### src/rtl/adc_cond_pkg.sv
// adc_cond_pkg
//   Shared definitions for the multi-channel ADC conditioner:
//   - conversion-mode encodings for conv_mode bits
//   - saturation limits of a signed sample of a given width
//   - clamp of the requested log2 decimation ratio
package adc_cond_pkg;

   localparam logic CONV_LEGACY = 1'b0;   // {x[MSB], ~x[MSB-1:0]}
   localparam logic CONV_OBIN   = 1'b1;   // {~x[MSB], x[MSB-1:0]}

   // Largest value of a signed number 'bits' wide
   function automatic int sat_max(input int bits);
      return (32'sd1 <<< (bits - 32'sd1)) - 32'sd1;
   endfunction

   // Smallest value of a signed number 'bits' wide
   function automatic int sat_min(input int bits);
      return -(32'sd1 <<< (bits - 32'sd1));
   endfunction

   // Requests above max_dec are treated as max_dec
   function automatic logic [3:0] clamp_dec(input logic [3:0] dec, input int max_dec);
      logic [3:0] res;
      if (int'(dec) > max_dec) begin
         res = 4'(max_dec);
      end else begin
         res = dec;
      end
      return res;
   endfunction

endpackage

### src/rtl/adc_cond_lane.sv
// adc_cond_lane
//   One channel of the conditioner: code conversion (stage 1), offset
//   subtraction with saturation (stage 2) and boxcar accumulate-and-dump
//   (stage 3). Window timing is supplied by the top.
// Ports
//   clk, rst     clock, asynchronous active-low reset
//   adc_i        raw ADC code
//   mode_i       conversion mode (CONV_LEGACY / CONV_OBIN)
//   offset_i     signed offset subtracted after conversion
//   en_i         stage-2 sample is valid (pipeline full)
//   last_i       current sample closes the window
//   clr_i        decimation ratio changed: drop the partial sum
//   dec_i        active log2 decimation ratio (already clamped)
//   ovr_clr_i    clear the sticky overrange flag
//   data_o       conditioned signed sample (registered)
//   ovr_o        sticky saturation flag (registered)
module adc_cond_lane #(
   parameter int BITS         = 14,
   parameter int MAX_LOG2_DEC = 6
) (
   input  logic            clk,
   input  logic            rst,
   input  logic [BITS-1:0] adc_i,
   input  logic            mode_i,
   input  logic [BITS-1:0] offset_i,
   input  logic            en_i,
   input  logic            last_i,
   input  logic            clr_i,
   input  logic [3:0]      dec_i,
   input  logic            ovr_clr_i,
   output logic [BITS-1:0] data_o,
   output logic            ovr_o
);
   import adc_cond_pkg::*;

   localparam int AW = BITS + MAX_LOG2_DEC;
   localparam logic signed [BITS:0] LIM_HI = (BITS+1)'(sat_max(BITS));
   localparam logic signed [BITS:0] LIM_LO = (BITS+1)'(sat_min(BITS));

   logic        [BITS-1:0] conv_d, conv_q;
   logic signed [BITS:0]   diff_s;
   logic signed [BITS-1:0] d_d, d_q;
   logic                   sat_s;
   logic                   ovr_d, ovr_q;
   logic signed [AW-1:0]   sum_s, shf_s, acc_d, acc_q;
   logic        [BITS-1:0] data_d, data_q;

   // Stage 1: map the raw code to two's complement
   always_comb begin
      if (mode_i == CONV_OBIN) begin
         conv_d = {~adc_i[BITS-1], adc_i[BITS-2:0]};
      end else begin
         conv_d = {adc_i[BITS-1], ~adc_i[BITS-2:0]};
      end
   end

   // Stage 2: subtract one bit wider so the true difference is never lost, then saturate
   always_comb begin
      diff_s = $signed({conv_q[BITS-1], conv_q}) - $signed({offset_i[BITS-1], offset_i});
      if (diff_s > LIM_HI) begin
         d_d   = LIM_HI[BITS-1:0];
         sat_s = 1'b1;
      end else if (diff_s < LIM_LO) begin
         d_d   = LIM_LO[BITS-1:0];
         sat_s = 1'b1;
      end else begin
         d_d   = diff_s[BITS-1:0];
         sat_s = 1'b0;
      end
      // a new saturation beats a coincident clear
      ovr_d = sat_s | (ovr_q & ~ovr_clr_i);
   end

   // Stage 3: accumulate; at window end dump the floor average and restart
   always_comb begin
      sum_s  = acc_q + $signed({{MAX_LOG2_DEC{d_q[BITS-1]}}, d_q});
      shf_s  = sum_s >>> dec_i;
      acc_d  = acc_q;
      data_d = data_q;
      if (clr_i) begin
         acc_d = '0;
      end else if (en_i) begin
         if (last_i) begin
            acc_d  = '0;
            data_d = shf_s[BITS-1:0];
         end else begin
            acc_d = sum_s;
         end
      end else begin
         acc_d = acc_q;
      end
   end

   // Pipeline, accumulator and output registers
   always_ff @(posedge clk or negedge rst) begin
      if (!rst) begin
         conv_q <= '0;
         d_q    <= '0;
         ovr_q  <= 1'b0;
         acc_q  <= '0;
         data_q <= '0;
      end else begin
         conv_q <= conv_d;
         d_q    <= d_d;
         ovr_q  <= ovr_d;
         acc_q  <= acc_d;
         data_q <= data_d;
      end
   end

   assign data_o = data_q;
   assign ovr_o  = ovr_q;

endmodule

### src/rtl/adc_cond_nch.sv
// adc_cond_nch
//   Multi-channel ADC front-end conditioner. Owns the shared window counter,
//   the decimation clamp / change detection and the pipeline-fill tracking;
//   the per-channel datapath lives in adc_cond_lane.
// Ports
//   clk, rst     clock, asynchronous active-low reset
//   adc_i        raw codes, channel k at [k*BITS +: BITS]
//   conv_mode    per-channel conversion mode
//   offset_i     per-channel signed offsets
//   dec_log2_i   requested log2 decimation ratio (clamped to MAX_LOG2_DEC)
//   ovr_clr_i    clears every sticky overrange flag
//   data_o       conditioned samples, channel k at [k*BITS +: BITS]
//   valid_o      one-cycle strobe when data_o is new
//   ovr_o        per-channel sticky saturation flags
module adc_cond_nch #(
   parameter int BITS         = 14,
   parameter int NCH          = 2,
   parameter int MAX_LOG2_DEC = 6
) (
   input  logic                clk,
   input  logic                rst,
   input  logic [NCH*BITS-1:0] adc_i,
   input  logic [NCH-1:0]      conv_mode,
   input  logic [NCH*BITS-1:0] offset_i,
   input  logic [3:0]          dec_log2_i,
   input  logic                ovr_clr_i,
   output logic [NCH*BITS-1:0] data_o,
   output logic                valid_o,
   output logic [NCH-1:0]      ovr_o
);
   import adc_cond_pkg::*;

   logic [3:0]              dec_new_s, dec_q;
   logic                    chg_s;
   logic [1:0]              vld_q;
   logic                    en_s;
   logic [MAX_LOG2_DEC-1:0] last_mask_s, cnt_d, cnt_q;
   logic                    last_s;
   logic                    valid_d, valid_q;

   // Window control: terminal count is 2^dec-1, i.e. the low dec bits set
   always_comb begin
      dec_new_s = clamp_dec(dec_log2_i, MAX_LOG2_DEC);
      chg_s     = (dec_new_s != dec_q);
      en_s      = vld_q[1];
      for (int i = 0; i < MAX_LOG2_DEC; i++) begin
         last_mask_s[i] = (i < int'(dec_q));
      end
      last_s  = (cnt_q == last_mask_s);
      valid_d = en_s & last_s & ~chg_s;
      if (chg_s) begin
         cnt_d = '0;
      end else if (en_s) begin
         cnt_d = last_s ? '0 : cnt_q + MAX_LOG2_DEC'(1);
      end else begin
         cnt_d = cnt_q;
      end
   end

   // Control registers: active ratio, fill tracker, counter, strobe
   always_ff @(posedge clk or negedge rst) begin
      if (!rst) begin
         dec_q   <= 4'd0;
         vld_q   <= 2'b00;
         cnt_q   <= '0;
         valid_q <= 1'b0;
      end else begin
         dec_q   <= dec_new_s;
         vld_q   <= {vld_q[0], 1'b1};
         cnt_q   <= cnt_d;
         valid_q <= valid_d;
      end
   end

   assign valid_o = valid_q;

   for (genvar k = 0; k < NCH; k++) begin : g_lane
      adc_cond_lane #(
         .BITS        (BITS),
         .MAX_LOG2_DEC(MAX_LOG2_DEC)
      ) u_lane (
         .clk      (clk),
         .rst      (rst),
         .adc_i    (adc_i[k*BITS +: BITS]),
         .mode_i   (conv_mode[k]),
         .offset_i (offset_i[k*BITS +: BITS]),
         .en_i     (en_s),
         .last_i   (last_s),
         .clr_i    (chg_s),
         .dec_i    (dec_q),
         .ovr_clr_i(ovr_clr_i),
         .data_o   (data_o[k*BITS +: BITS]),
         .ovr_o    (ovr_o[k])
      );
   end

endmodule
### config.mk
export PLATFORM = sky130hd
export DESIGN_NAME = adc_cond_nch
export DESIGN_NICKNAME = d
export VERILOG_FILES = /design/src/rtl/adc_cond_pkg.sv /design/src/rtl/adc_cond_lane.sv /design/src/rtl/adc_cond_nch.sv
export SDC_FILE = /design/constraint.sdc
export NUM_CORES = 1
export LEC_CHECK = 0
export BUFFER_PORTS_ARGS = -buffer_cell sky130_fd_sc_hd__buf_2
export CAP_MARGIN = 40
export CORE_MARGIN = 2
export CORE_UTILIZATION = 45
export CTS_BUF_LIST = sky130_fd_sc_hd__clkbuf_8
export DETAILED_ROUTE_END_ITERATION = 10
export SLEW_MARGIN = 15
export SYNTH_ARGS = -nofsm -noshare
export SYNTH_HDL_FRONTEND = slang
export SYNTH_HIERARCHICAL = 1
export SYNTH_SLANG_ARGS = --single-unit
export TNS_END_PERCENT = 20
### constraint.sdc
create_clock -name clk -period 8.9 [get_ports clk]
set_input_delay 0.445 -clock clk [delete_from_list [all_inputs] [get_ports clk]]
set_output_delay 0.445 -clock clk [all_outputs]
set_load 0.005 [all_outputs]
==> results of run 1 <==
-- registers in the layout, summed over array words and instances (netlist names) --
name,cells
g_lane.u_lane/acc_q,40
g_lane.u_lane/conv_q,28
g_lane.u_lane/d_q,28
g_lane.u_lane/data_o,28
cnt_q,6
dec_q,4
g_lane.u_lane/ovr_o,2
vld_q,2
valid_o,1
-- routing by layer --
layer	vias up	wire (um)
met1	4673	14400
met4	2	331
met5	-	11
met2	276	12800
met3	27	1440
li1	4928	-
-- synthesized netlist by cell type, types with 12 or more instances --
cell,count
o211ai_1,19
a21oi_1,91
o21ai_1,16
a21o_1,24
or3_1,17
a211o_1,12
mux2i_1,13
nand3_1,37
inv_1,62
a211oi_1,32
xor2_1,22
clkbuf_1,40
nand2b_1,15
o21a_1,15
nor3_1,37
o31ai_1,12
a22o_1,23
o21ai_0,83
nand2_1,95
ha_1,67
nor2_1,84
and3_1,12
xnor2_1,50
dfrtp_1,139
a31oi_1,13
-- kinds of logic (layout without fill, tap and decap cells) --
logic type / count (synthesis) / count (layout) / synth area share
AOI/OAI and AO/OA: 451 / 451 / 0.284
and+or+nand+nor: 387 / 387 / 0.179
DFF: 139 / 139 / 0.308
buffers and inverters: 133 / 204 / 0.0530
adders and majority gates: 73 / 73 / 0.0831
xor gates and xnor gates: 73 / 73 / 0.0573
muxes: 29 / 29 / 0.0348
other: 2 / 2 / 0.000665
-- area by class of cell --
class / count / area (um2)
Clock buffer: 17 / 234
Tap cell: 324 / 405
Inverter: 65 / 244
Fill cell: 2352 / 12100
Clock inverter: 14 / 206
Sequential cell: 139 / 3480
Multi-Input combinational cell: 1015 / 7230
Timing Repair Buffer: 108 / 614
-- worst max path at each step --
stage / slack (ns) / startpoint / cells past startpoint / to
floorplan: 5.84 / dec_q[0] / 9 / g_lane[0].u_lane/data_o[7]
global placement: 5.11 / dec_q[1] / 10 / g_lane[0].u_lane/data_o[7]
detailed placement: 5.02 / dec_q[1] / 10 / g_lane[0].u_lane/data_o[7]
CTS: 4.96 / dec_q[1] / 10 / g_lane[0].u_lane/data_o[7]
global route: 4.63 / dec_q[1] / 10 / g_lane[0].u_lane/data_o[7]
finish: 4.92 / dec_q[1] / 10 / g_lane[0].u_lane/data_o[7]
-- power by group through the flow --
stage	clock network [mW]	registers (mW)	logic, mW
after floorplan	0	0.748	0.984
after global placement	0	0.764	1.25
after detailed placement	0	0.764	1.26
after CTS	0.604	0.752	1.26
after global routing	0.632	0.761	1.41
final	0.586	0.752	1.28
-- what timing repair did --
action,in CTS,in global routing
buffers inserted,0,0
hold buffers,0,1
resized for setup,0,0
hold endpoints to repair,0,38
==> metrics.md, run 1 <==
| Metric | Value |
|---|---|
| Starting Density | `0.462` |
| Fin Setup TNS | `0 ns` |
| CTS tree | `done` |
| Max FO, Critical Path | `72` |
| H-Tree Depth | `4` |
| Dominant cells by area after synthesis | `dfrtp_1 31%, ha_1 7.4%, a21oi_1 4.0%, xnor2_1 3.9%, o21ai_0 3.7%` |
| Max-slew headroom | `0.403` |
| Clock network fraction of total power | `0.224` |
| CP Launch Type | `flip-flop` |
| Most common cell after layout, fill and taps aside | `dfrtp_1` |
| Pin count of the biggest net entering global routing | `88` |
| Sequential area share after synthesis | `0.308` |
| Status | `finished clean` |
| Critical Path RT | `9.23 ns` |
| Buffers & Inverters on Critical Path | `1` |
| Met2 Use GR | `0.351` |
| Tmin final | `3.98 ns` |
| Clock Path Buffers | `2` |
| Psw | `1.11 mW` |
| Area share of the largest cell type after synthesis | `0.308` |
| Cell row count | `57` |
| Post-route ant nets | `0` |
| RSZ-0062 raised after global routing | `false` |
| R2r setup slk | `4.92 ns` |
| Total power | `2.62 mW` |
| Yosys reg bits | `139` |
| Placed cell areas | `0.0119 mm2` |
| CP Class | `reg -> reg` |
| Area Overhead vs Synth | `9.85%` |
| Peak VDD IR | `0.0889 mV` |
| Power per cell area | `211 mW/mm2` |
| Syn Nets | `1423` |
| GR Util met3 | `0.0336` |
| Detail-routed net length per standard cell | `17.3 um` |
| Maximum clock frequency | `251 MHz` |
| Syn Inst Count | `1287` |
| Switching Share | `0.423` |
| Combinational fraction of design power | `0.489` |
| Cell repeated most along the worst path | `a311o_1` |
| R2R cell count | `10` |
| Worst slew pin tran | `0.890 ns` |
| DP HPWL | `21300 um` |
| Flop pwr share | `0.287` |
| Non-Filler Instances | `1682` |
| Detailed Route WL | `29100 um` |
| Place WS | `5.02 ns` |
| Final core occ | `0.507` |
| DRC viols | `0` |
| First-pass GRT wire length | `48300 um` |
| Finished Cell Area | `0.0124 mm2` |
| DRT Pass-1 Iters | `7` |
| Internal power | `1.51 mW` |
| Area of the core | `0.0245 mm2` |
| Final Hold Vio Count | `0` |
| GP Congestion | `0.915` |
| Ant. Diodes | `0` |
| Max Cap Viol | `0` |
| Worst hold slack | `0.152 ns` |
| Setup WS post-layout | `4.92 ns` |
| Detailed Route Iter0 Violations | `784` |
| Global route total overflow | `0` |
| Antenna violations before repair | `1` |
| Vias per cell | `5.89` |
| Placed insts | `1649` |
| Critical Path End Type | `flip-flop` |
| Layout cells sized above 1 | `0.161` |
| CTS root buffer | `clkbuf_8` |
| Number of global-route vias before repair | `9339` |
| Synth Flop Type | `dfrtp_1` |
| TritonCTS Buffers | `17` |
| Synth cell types | `118` |
| DIE WIDTH | `162 um` |
| CP arrival | `4.31 ns` |
| Commonest cells after routing, fill and taps aside | `137 x dfrtp_1, 95 x nand2_1, 95 x buf_2` |
| Die area | `0.0264 mm2` |
| Ports | `96` |
| Clock latency on the worst-skew pair | `0.45 ns` |
| Max Slew Vio Count | `0` |
| Syn avg cell area | `8.78 um2` |
| Gr usage total | `0.225` |
| PortBufs | `95` |
| Post-Syn Area | `0.0113 mm2` |
| Reg2reg start | `dec_q[1]` |
| Die Span Y | `162 um` |
| Clock Pin Slew Worst Setup and Hold Paths | `0.09 ns` |
| Met1 Track Usage GR | `0.329` |
| Worst path top cell family by delay | `compound AO/OA/AOI/OAI gates` |
| Synth area leader | `dfrtp_1` |
| Static Leak | `5.53 nW` |
| Setup violators final | `0` |
| Hold Startpoint | `adc_i[23]` |
| Max incr delay on CP | `0.57 ns` |
| Critical path's slowest cell | `nand3b_1` |
| Sink Count | `139` |
| Hold path depth | `2` |
| Vias | `9906` |
| Share of flip-flops with an asynchronous set or reset | `1.00` |
| Hold Path End | `g_lane[1].u_lane/conv_q[9]` |
| Final nets | `1482` |
| RR Endpoint | `g_lane[0].u_lane/data_o[7]` |
| HP Class | `in -> reg` |
| Yosys Warn Count | `6` |
| GRT busiest layer | `met2` |
| Cell-by-cell trace of the critical path | `buf_4, nand2_1, a2111o_1, a22o_1, nor3_4, nand3b_1, a311o_1, a311o_1, a21oi_1, o32ai_1` |
| Fin crit share | `0.447` |
| Skew final | `0.0180 ns` |
| EDFF count, synth | `0` |
Power figures use the tool's default switching activity.
==> run 2: changes to the inputs <==
Settings changed: PLACE_DENSITY from default to 0.65.
Clock period 8.9 ns to 3.4 ns, I/O delays scaled along.
==> run 2 against run 1 <==
Compared with the run above:
- count of clock-buffer cells in the layout increased by 1
- combinational power increased to 2.7 times the previous value
- critical path depth unchanged
- power increased to 2.6 times the previous value
- cell count increased by 3.4%
- critical endpoint is now g_lane[1].u_lane/data_o[1]
- largest power group unchanged
- highest routed layer is now met4
==> metrics.md, run 2 (synthesized netlist as in run 1, its figures left out) <==
| Metric | Value |
|---|---|
| Ports | `96 (unchanged)` |
| Most common cell after layout, fill and taps aside | `dfrtp_1 (unchanged)` |
| RSZ-0062 raised after global routing | `false (unchanged)` |
| Psw | `2.91 mW (was 1.11 mW)` |
| Combinational fraction of design power | `0.514 (was 0.489)` |
| Placed cell areas | `0.0121 mm2 (was 0.0119 mm2)` |
| Number of global-route vias before repair | `9661 (was 9339)` |
| Global route total overflow | `0 (unchanged)` |
| Final Hold Vio Count | `0 (unchanged)` |
| Fin crit share | `0.931 (was 0.447)` |
| Power per cell area | `524 mW/mm2 (was 211 mW/mm2)` |
| H-Tree Depth | `4 (unchanged)` |
| Detailed Route WL | `29500 um (was 29100 um)` |
| Detailed Route Iter0 Violations | `822 (was 784)` |
| Gr usage total | `0.229 (was 0.225)` |
| Die Span Y | `162 um (unchanged)` |
| DP HPWL | `21600 um (was 21300 um)` |
| GP Congestion | `0.902 (was 0.915)` |
| Max-slew headroom | `0.521 (was 0.403)` |
| GRT busiest layer | `met1 (was met2)` |
| TritonCTS Buffers | `17 (unchanged)` |
| PortBufs | `95 (unchanged)` |
| Worst slew pin tran | `0.718 ns (was 0.890 ns)` |
| Ant. Diodes | `0 (unchanged)` |
| Vias | `10233 (was 9906)` |
| Antenna violations before repair | `0 (was 1)` |
| Max Slew Vio Count | `0 (unchanged)` |
| Max Cap Viol | `0 (unchanged)` |
| Max FFs per register | `40 (unchanged)` |
| Clock Path Buffers | `2 (unchanged)` |
| Critical path's slowest cell | `ha_1 (was nand3b_1)` |
| CP Class | `reg -> reg (unchanged)` |
| Detail-routed net length per standard cell | `17.0 um (was 17.3 um)` |
| Sink Count | `139 (unchanged)` |
| Cell row count | `57 (unchanged)` |
| DRT Pass-1 Iters | `5 (was 7)` |
| Fin Setup TNS | `0 ns (unchanged)` |
| Cell-by-cell trace of the critical path | `ha_1, o21ai_0, o21bai_1, mux2_2, a211oi_2, buf_4, nand2_1, a31oi_1, a211o_1, a32o_1 (was buf_4, nand2_1, a2111o_1, a22o_1, nor3_4, nand3b_1, a311o_1, a311o_1, a21oi_1, o32ai_1)` |
| Max FO, Critical Path | `10 (was 72)` |
| Internal power | `3.83 mW (was 1.51 mW)` |
| Static Leak | `5.75 nW (was 5.53 nW)` |
| Tmin final | `3.17 ns (was 3.98 ns)` |
| Setup WS post-layout | `0.234 ns (was 4.92 ns)` |
| CP Launch Type | `flip-flop (unchanged)` |
| Place WS | `0.195 ns (was 5.02 ns)` |
| Most flop-heavy register | `g_lane.u_lane/acc_q (unchanged)` |
| Met1 Track Usage GR | `0.345 (was 0.329)` |
| CTS tree | `done (unchanged)` |
| Clock latency on the worst-skew pair | `0.46 ns (was 0.45 ns)` |
| CP arrival | `3.56 ns (was 4.31 ns)` |
| Peak VDD IR | `0.225 mV (was 0.0889 mV)` |
| Filler instances | `2271 (was 2352)` |
| Worst path top cell family by delay | `compound AO/OA/AOI/OAI gates (unchanged)` |
| Status | `finished clean (unchanged)` |
| Critical Path End Type | `flip-flop (unchanged)` |
| Pin count of the biggest net entering global routing | `92 (was 88)` |
| Max incr delay on CP | `0.48 ns (was 0.57 ns)` |
| Area of the core | `0.0245 mm2 (unchanged)` |
| Clock Pin Slew Worst Setup and Hold Paths | `0.09 ns (about the same)` |
| Commonest cells after routing, fill and taps aside | `137 x dfrtp_1, 95 x nand2_1, 94 x buf_2 (was 137 x dfrtp_1, 95 x nand2_1, 95 x buf_2)` |
| Clock network fraction of total power | `0.194 (was 0.224)` |
| Buffers & Inverters on Critical Path | `1 (unchanged)` |
| Critical Path RT | `3.80 ns (was 9.23 ns)` |
| Finished Cell Area | `0.0129 mm2 (was 0.0124 mm2)` |
| Area Overhead vs Synth | `13.8% (was 9.85%)` |
| DRC viols | `0 (unchanged)` |
| Switching Share | `0.432 (was 0.423)` |
| Die area | `0.0264 mm2 (unchanged)` |
| Setup violators final | `0 (unchanged)` |
| Starting Density | `0.462 (unchanged)` |
| Skew final | `0.0116 ns (was 0.0180 ns)` |
| Setup Buffers After CTS | `0 (unchanged)` |
| Post-route ant nets | `0 (unchanged)` |
| HP Class | `in -> reg (unchanged)` |
| GR Util met3 | `0.0395 (was 0.0336)` |
| Layout cells sized above 1 | `0.171 (was 0.161)` |
| CTS root buffer | `clkbuf_8 (unchanged)` |
| First-pass GRT wire length | `49500 um (was 48300 um)` |
| Final nets | `1539 (was 1482)` |
| DIE WIDTH | `162 um (unchanged)` |
| Maximum clock frequency | `316 MHz (was 251 MHz)` |
| Flop pwr share | `0.292 (was 0.287)` |
| Met2 Use GR | `0.343 (was 0.351)` |
| Vias per cell | `5.88 (was 5.89)` |
[run 2: worst register-to-register path, stage by stage, from the launching register on]
cell	delay, ns
dfrtp_1	0.38
ha_1	0.48
o21ai_0	0.18
o21bai_1	0.40
mux2_2	0.40
a211oi_2	0.24
buf_4	0.18
nand2_1	0.05
a31oi_1	0.42
a211o_1	0.22
a32o_1	0.16
[run 2: path summary, 6_finish.rpt]
check	startpoint	endpoint	slack, ns	cells after the start
worst max-delay path	g_lane[1].u_lane/acc_q[11]	g_lane[1].u_lane/data_o[1]	0.23	10
worst min-delay path	offset_i[14]	g_lane[1].u_lane/d_q[0]	0.07	3
worst max register to register	g_lane[1].u_lane/acc_q[11]	g_lane[1].u_lane/data_o[1]	0.23	10
worst min register to register	vld_q[0]	vld_q[1]	0.35	0
max in group asynchronous	rst	g_lane[1].u_lane/acc_q[11]	2.46	4
min in group asynchronous	rst	g_lane[0].u_lane/acc_q[18]	0.10	2
[run 2: what timing repair did]
| item | in CTS | in global routing |
|---|---|---|
| hold buffers | 34 | 0 |
| resized for setup | 0 | 3 |
| setup endpoints to repair | 0 | 9 |
| hold endpoints to repair | 121 | 0 |
[run 2: through the flow]
step / util / power, mW / hold WS [ns] / cells
floorplan: - / 4.53 / -0.126 / 1287
finish: 0.526 / 6.74 / 0.0724 / 1740
global placement: 0.495 / 5.31 / 0.313 / 1672
CTS: 0.524 / 6.70 / 0.0418 / 1739
global route: 0.526 / 7.22 / 0.0514 / 1740
detailed placement: 0.495 / 5.34 / 0.321 / 1673
[run 2: routing by layer]
layer | part of all wire | up-vias
li1 | - | 5049
met1 | 0.50 | 4804
met2 | 0.43 | 355
met3 | 0.063 | 25
met4 | 0.011 | 0
met5 | 0 | -
[run 2: power groups by stage]
stage	logic, mW	clock network (mW)	registers (mW)
floorplan	2.57	0	1.96
finish	3.46	1.31	1.97
CTS	3.39	1.34	1.97
detailed placement	3.34	0	2.00
global placement	3.31	0	1.99
global route	3.81	1.41	2.00
[run 2: cell type report]
| type | count | area, um2 | area share |
|---|---|---|---|
| clock inverters | 14 | 123 | 0.00953 |
| multi-input cells | 1015 | 7240 | 0.563 |
| clock buffers | 18 | 248 | 0.0193 |
| inverters | 65 | 244 | 0.0190 |
| well taps | 324 | 405 | 0.0315 |
| repair buffers | 165 | 1120 | 0.0872 |
| flip-flops and latches | 139 | 3480 | 0.271 |
